$ cat config.mk
export PLATFORM = sky130hd
export DESIGN_NAME = mem_loader
export DESIGN_NICKNAME = d
export VERILOG_FILES = /design/src/rtl/mem_loader.sv
export SDC_FILE = /design/constraint.sdc
export NUM_CORES = 1
export LEC_CHECK = 0
export CAP_MARGIN = 40
export CORE_ASPECT_RATIO = 1.4
export CORE_MARGIN = 4
export CORE_UTILIZATION = 51
export CTS_BUF_LIST = sky130_fd_sc_hd__clkbuf_16
export DETAILED_ROUTE_END_ITERATION = 16
export PLACE_DENSITY = 0.71
export SLEW_MARGIN = 10
export SYNTH_ARGS = -nofsm -noshare
export SYNTH_HDL_FRONTEND = slang
export SYNTH_SLANG_ARGS = --single-unit
$ cat constraint.sdc
create_clock -name clk -period 4.1 [get_ports clk]
set_input_delay 0.82 -clock clk [delete_from_list [all_inputs] [get_ports clk]]
set_output_delay 0.82 -clock clk [all_outputs]
set_load 0.005 [all_outputs]
$ cat src/rtl/mem_loader.sv
`default_nettype none
// ============================================================================
// Module   : mem_loader
// Brief    : UART boot loader that writes a framed, XOR-checked program
//            image into data memory and gates the CPU until the load succeeds.
//            Optional inter-byte timeout enabled by macro LOADER_TIMEOUT_EN.
// Revision : 1.0 - initial release
// ============================================================================
module mem_loader #(
  parameter int          CLKS_PER_BIT   = 434,
  parameter logic [31:0] BASE_ADDR      = 32'h0000_0000,
  parameter int          MAX_WORDS      = 512,
  parameter int          TIMEOUT_CYCLES = 5_000_000
) (
  input  logic        clk,
  input  logic        rst_n,
  input  logic        uart_rx,
  output logic        wr_valid,
  output logic [31:0] wr_addr,
  output logic [31:0] wr_data,
  output logic        load_active,
  output logic        cpu_run,
  output logic        load_err,
  output logic [1:0]  err_code
);

  localparam int c_CNT_W = (CLKS_PER_BIT > 2) ? $clog2(CLKS_PER_BIT) : 1;
  localparam logic [c_CNT_W-1:0] c_BIT_LAST  = c_CNT_W'(CLKS_PER_BIT - 1);
  localparam logic [c_CNT_W-1:0] c_HALF_LAST = c_CNT_W'(CLKS_PER_BIT / 2 - 1);
  localparam logic [15:0]        c_MAX_WORDS = 16'(MAX_WORDS);
  localparam logic [7:0]         c_MAGIC     = 8'hA5;

  localparam logic [1:0] c_RX_IDLE  = 2'd0;
  localparam logic [1:0] c_RX_START = 2'd1;
  localparam logic [1:0] c_RX_DATA  = 2'd2;
  localparam logic [1:0] c_RX_STOP  = 2'd3;

  localparam logic [2:0] c_WAIT_MAGIC = 3'd0;
  localparam logic [2:0] c_LEN0       = 3'd1;
  localparam logic [2:0] c_LEN1       = 3'd2;
  localparam logic [2:0] c_DATA       = 3'd3;
  localparam logic [2:0] c_CSUM       = 3'd4;
  localparam logic [2:0] c_DONE       = 3'd5;

  // RX front end
  logic               r_sync1;
  logic               r_sync2;
  logic               r_rx_prev;
  logic [1:0]         r_rx_state;
  logic [c_CNT_W-1:0] r_clk_cnt;
  logic [2:0]         r_bit_idx;
  logic [7:0]         r_shift;
  logic               r_byte_valid;
  logic               r_frame_err;

  // Frame FSM
  logic [2:0]  r_state;
  logic [7:0]  r_len_lo;
  logic [15:0] r_words;
  logic [31:0] r_addr;
  logic [31:0] r_word;
  logic [1:0]  r_byte_idx;
  logic [7:0]  r_xor;
  logic        r_wr_valid;
  logic [31:0] r_wr_addr;
  logic [31:0] r_wr_data;
  logic        r_load_active;
  logic        r_cpu_run;
  logic        r_load_err;
  logic [1:0]  r_err_code;

  logic [15:0] w_len;
  logic [31:0] w_word_next;
  logic        w_in_frame;
  logic        w_timeout;
  logic        w_abort;
  logic [1:0]  w_abort_code;

  always_ff @(posedge clk or negedge rst_n) begin
    if (!rst_n) begin
      r_sync1   <= 1'b1;
      r_sync2   <= 1'b1;
      r_rx_prev <= 1'b1;
    end else begin
      r_sync1   <= uart_rx;
      r_sync2   <= r_sync1;
      r_rx_prev <= r_sync2;
    end
  end

  // Only a true high-to-low edge starts a byte, so a line held low after a
  // framing error cannot retrigger the receiver.
  always_ff @(posedge clk or negedge rst_n) begin
    if (!rst_n) begin
      r_rx_state   <= c_RX_IDLE;
      r_clk_cnt    <= '0;
      r_bit_idx    <= '0;
      r_shift      <= '0;
      r_byte_valid <= 1'b0;
      r_frame_err  <= 1'b0;
    end else begin
      r_byte_valid <= 1'b0;
      r_frame_err  <= 1'b0;
      case (r_rx_state)
        c_RX_IDLE: begin
          if (r_rx_prev && !r_sync2) begin
            r_rx_state <= c_RX_START;
            r_clk_cnt  <= '0;
          end
        end
        c_RX_START: begin
          if (r_clk_cnt == c_HALF_LAST) begin
            r_clk_cnt <= '0;
            r_bit_idx <= '0;
            r_rx_state <= r_sync2 ? c_RX_IDLE : c_RX_DATA;
          end else begin
            r_clk_cnt <= r_clk_cnt + 1'b1;
          end
        end
        c_RX_DATA: begin
          if (r_clk_cnt == c_BIT_LAST) begin
            r_clk_cnt <= '0;
            r_shift   <= {r_sync2, r_shift[7:1]};
            if (r_bit_idx == 3'd7) begin
              r_rx_state <= c_RX_STOP;
            end else begin
              r_bit_idx <= r_bit_idx + 1'b1;
            end
          end else begin
            r_clk_cnt <= r_clk_cnt + 1'b1;
          end
        end
        c_RX_STOP: begin
          if (r_clk_cnt == c_BIT_LAST) begin
            r_clk_cnt    <= '0;
            r_rx_state   <= c_RX_IDLE;
            r_byte_valid <= r_sync2;
            r_frame_err  <= !r_sync2;
          end else begin
            r_clk_cnt <= r_clk_cnt + 1'b1;
          end
        end
        default: r_rx_state <= c_RX_IDLE;
      endcase
    end
  end

  assign w_len       = {r_shift, r_len_lo};
  assign w_word_next = {r_shift, r_word[31:8]};
  assign w_in_frame  = (r_state != c_WAIT_MAGIC) && (r_state != c_DONE);

`ifdef LOADER_TIMEOUT_EN
  localparam int c_TO_W = $clog2(TIMEOUT_CYCLES + 1);
  localparam logic [c_TO_W-1:0] c_TO_LAST = c_TO_W'(TIMEOUT_CYCLES - 1);
  logic [c_TO_W-1:0] r_to_cnt;

  always_ff @(posedge clk or negedge rst_n) begin
    if (!rst_n) begin
      r_to_cnt <= '0;
    end else if (r_byte_valid || !w_in_frame) begin
      r_to_cnt <= '0;
    end else if (r_to_cnt != c_TO_LAST) begin
      r_to_cnt <= r_to_cnt + 1'b1;
    end
  end

  assign w_timeout = w_in_frame && (r_to_cnt == c_TO_LAST);
`else
  assign w_timeout = 1'b0;
`endif

  // Line errors while hunting for the magic byte are just noise and ignored.
  always_comb begin
    w_abort      = 1'b0;
    w_abort_code = 2'd0;
    if (r_byte_valid && (r_state == c_LEN1) && (w_len > c_MAX_WORDS)) begin
      w_abort      = 1'b1;
      w_abort_code = 2'd2;
    end
    if (r_byte_valid && (r_state == c_CSUM) && (r_shift != r_xor)) begin
      w_abort      = 1'b1;
      w_abort_code = 2'd1;
    end
    if ((r_frame_err || w_timeout) && w_in_frame) begin
      w_abort      = 1'b1;
      w_abort_code = 2'd3;
    end
  end

  always_ff @(posedge clk or negedge rst_n) begin
    if (!rst_n) begin
      r_state       <= c_WAIT_MAGIC;
      r_len_lo      <= '0;
      r_words       <= '0;
      r_addr        <= '0;
      r_word        <= '0;
      r_byte_idx    <= '0;
      r_xor         <= '0;
      r_wr_valid    <= 1'b0;
      r_wr_addr     <= '0;
      r_wr_data     <= '0;
      r_load_active <= 1'b0;
      r_cpu_run     <= 1'b0;
      r_load_err    <= 1'b0;
      r_err_code    <= 2'd0;
    end else begin
      r_wr_valid <= 1'b0;
      if (w_abort) begin
        r_state       <= c_WAIT_MAGIC;
        r_load_active <= 1'b0;
        r_cpu_run     <= 1'b0;
        r_load_err    <= 1'b1;
        r_err_code    <= w_abort_code;
      end else begin
        case (r_state)
          c_WAIT_MAGIC: begin
            if (r_byte_valid && (r_shift == c_MAGIC)) begin
              r_state       <= c_LEN0;
              r_load_active <= 1'b1;
              r_cpu_run     <= 1'b0;
              r_load_err    <= 1'b0;
              r_err_code    <= 2'd0;
            end
          end
          c_LEN0: begin
            if (r_byte_valid) begin
              r_len_lo <= r_shift;
              r_state  <= c_LEN1;
            end
          end
          c_LEN1: begin
            if (r_byte_valid) begin
              r_xor      <= '0;
              r_addr     <= BASE_ADDR;
              r_words    <= w_len;
              r_byte_idx <= '0;
              r_state    <= (w_len == 16'd0) ? c_CSUM : c_DATA;
            end
          end
          c_DATA: begin
            if (r_byte_valid) begin
              r_xor      <= r_xor ^ r_shift;
              r_word     <= w_word_next;
              r_byte_idx <= r_byte_idx + 1'b1;
              if (r_byte_idx == 2'd3) begin
                r_wr_valid <= 1'b1;
                r_wr_addr  <= r_addr;
                r_wr_data  <= w_word_next;
                r_addr     <= r_addr + 32'd4;
                r_words    <= r_words - 1'b1;
                if (r_words == 16'd1) begin
                  r_state <= c_CSUM;
                end
              end
            end
          end
          c_CSUM: begin
            if (r_byte_valid) begin
              r_state       <= c_DONE;
              r_load_active <= 1'b0;
              r_cpu_run     <= 1'b1;
            end
          end
          c_DONE:  r_state <= c_WAIT_MAGIC;
          default: r_state <= c_WAIT_MAGIC;
        endcase
      end
    end
  end

  assign wr_valid    = r_wr_valid;
  assign wr_addr     = r_wr_addr;
  assign wr_data     = r_wr_data;
  assign load_active = r_load_active;
  assign cpu_run     = r_cpu_run;
  assign load_err    = r_load_err;
  assign err_code    = r_err_code;

endmodule
`default_nettype wire

==> metrics <==
Final #Nets=860; Critical Path, Cell by Cell=xor2_1 -> o21ai_2 -> nand3_1 -> or4_1 -> a21oi_1; Leakage=around 0.0046 µW; Sequential Power Share=between 50% and 60%; 1st-iter DRT viols=447; Post-CTS Setup Inserts=0; DR WL/cell=18.8 µm; sequential area share after synthesis=between 50% and 60%; #FFs+latches synth=186; chip width=around 120 µm; Comb pwr share=between 4 and 5%; CP startpoint kind=register; Area Overhead vs Synth=16.7%; R2R Path Start=r_state[0]; first-pass GRT wire length=between 30 and 40 mm; Post-synth EDFFs=0; switching share of power=24.6%; I/O pins=73; max incr delay on CP=between 0.7 and 0.8 ns; setup TNS=0 ns; Via Count=around 6600; Post-CTS Resized=0; Fmax achieved=approximately 0.35 GHz; post-synthesis cell count=796; final WL=20.0 mm; top_reg_cell synth=dfrtp_1; largest net degree at the start of global routing=82; clock power share=about 45%; Worst Setup SP=r_state[0]; outcome=completed; Clock Path Buffers=2; PwrDens=375 mW/mm²; RePlAce Congestion=0.884; minimum clock period=about 2.8 ns; Net Switching=between 900 and 1000 µW; synthesized area per cell=11.0 µm²; Die Y=163 µm; Mapped Area=0.00874 mm²; Worst Setup Slack, final=~1.3 ns; # DRC=0; CTS buffer count=17; Hold Crit Class=input pin to async pin; crit-path max FO=21; clk slew on worst S/H paths=roughly 0.070 ns; core box area=approximately 0.017 mm²; Setup Crit Path Kind=register to register; FFs w/ async S/R, synth=between 90% and 100%; antenna violations before repair=0; critical path endpoint category=register; Vias per Instance=just over 6; Yosys warnings=0; Final Hold Fails=0; Worst-Margin Slew=between 0.9 and 1 ns; clk_lat worst skew=roughly 0.43 ns; clk root buf=clkbuf_16; fraction of layout cells with a size suffix above 1=between 10% and 20%; DP Worst Slack=about 1.3 ns; unrepaired setup endpoints after global routing=false; WP data arrival=between 3 and 4 ns; # setup viols final=0; Die ar.=0.0193 mm²; Slew headroom=a little over a third; worst clock skew=around 0.0085 ns; TritonCTS clock tree=built; Initial Util=a little over half; FF-to-FF path depth=5; Critical Path RT=4.45 ns; hold buffer count at CTS=0; ant diodes=0; Int Power=2880 µW; grt total ovfl=0; Synth cell types=70; IO buf count=70; period utilization=69.5%; H-Tree Depth=4; antenna viol nets, final=0; slowest stage cell, crit path=or4_1; number of cell rows=56; Peak VDD IR=~0.27 mV; gr usage total=21.5%; HPWL Detailed=between 10 and 15 mm; clock sink count=roughly 190; Slew Viols, Final=0; max-cap violation count=0; First-pass DRT Iterations=6; vias in the first global route=between 6000 and 7000
==> synth_stat cells (all sizes together), types with 13 or more instances <==
cell type / number / area (µm²)
or3: 13 / 86.3
a21oi: 54 / 270
and3: 13 / 82.6
dfrtp: 183 / 4580
nor3: 16 / 80.1
a31oi: 15 / 93.8
or4: 23 / 181
clkbuf: 28 / 105
nand2b: 16 / 100
nand2: 40 / 150
mux2: 95 / 1070
nand3: 23 / 115
buf: 18 / 91.3
inv: 25 / 93.8
nor2: 37 / 139
o31ai: 21 / 158
o21ai: 54 / 278
==> state kept, by name, indices dropped and copies added (netlist names), 2 cells and up <==
signal,count
r_shift,8
r_rx_state,2
r_word,24
r_addr,30
r_state,3
wr_data,32
r_byte_idx,2
r_bit_idx,3
err_code,2
r_clk_cnt,9
r_words,16
r_xor,8
r_len_lo,8
wr_addr,30
==> layout by cell type, fill, tap and decap left out, drive strengths merged, types with 4 or more instances in the layout <==
cell type / instances
a31oi: 15
nand4: 11
nor4bb: 5
a31o: 4
nand3: 23
o21a: 4
nor4: 11
nand3b: 4
o2bb2ai: 4
a21o: 4
nor2: 37
inv: 34
clkinv: 4
nor3: 16
or3: 13
mux2: 95
clkbuf: 17
buf: 9
o211a: 4
ha: 9
dfrtp: 183
or4: 23
nand2: 40
and3: 13
nand2b: 16
clkdlybuf4s50: 69
a211o: 4
or2: 4
o21ai: 54
o31ai: 21
a21oi: 54
==> area by class of cell <==
cell class,instances,area (µm²)
fill,1386,6610
sequential,186,4660
multi-input combinational,540,3800
timing repair buffer,78,774
clock buffer,17,425
tap,203,254
clock inverter,15,199
inverter,25,93.8
==> worst paths after layout <==
path	end	slack (ns)
worst max-delay path	r_addr[11]	1.25
worst min-delay path	wr_addr[9]	0.35
worst max register to register	r_addr[11]	1.25
worst min register to register	r_sync2	0.36
max in group asynchronous	r_addr[22]	2.76
min in group clk	r_sync2	0.36
==> metrics by stage <==
stage	cells	power (µW)	hold WS [ns]	cell area, µm²	utilization (%)
floorplan	797	2070	0.345	8750	-
global placement	1031	2130	0.347	9570	56.9
detailed placement	1032	2140	0.347	9580	57.0
CTS	1064	3860	0.354	10200	60.7
global route	1064	3970	0.367	10200	60.7
finish	1064	3820	0.345	10200	60.7
==> logic make-up (layout without fill, tap and decap cells) <==
family,count (synthesis),after routing,synth area share (%)
buffers and inverters,71,135,3.32
adders and majority gates,9,9,1.29
muxes,97,97,12.5
and+or+nand+nor,234,234,15.2
AOI/OAI and AO/OA,195,195,14.1
other,1,2,0.0429
xor gates and xnor gates,3,3,0.301
DFF,186,186,53.3
==> power by group through the flow <==
stage          logic [µW]  registers, µW  clock network (µW)
2_1_floorplan         118           1950                   0
3_3_place_gp          170           1960                   0
3_5_place_dp          178           1960                   0
4_1_cts               179           1930                1750
5_1_grt               204           1940                1830
6_report              174           1930                1720
==> metal layers <==
| metal | vias to the layer above | global-route usage (%) | routed length, µm |
|---|---|---|---|
| li1 | 3042 | - | - |
| met1 | 3328 | 24.9 | 7980 |
| met2 | 208 | 38.8 | 10700 |
| met3 | 51 | 4.38 | 815 |
| met4 | 0 | 8.96 | 523 |
| met5 | - | 0 | 0 |
==> worst max-delay path, delay by kind of cell, from the launching register on <==
kind	cells	cell delay [ns]
simple gates	2	1.44
compound gates	2	0.56
flops	1	0.53
xor+xnor	1	0.23
No activity file was read; power rests on OpenSTA's default activity.
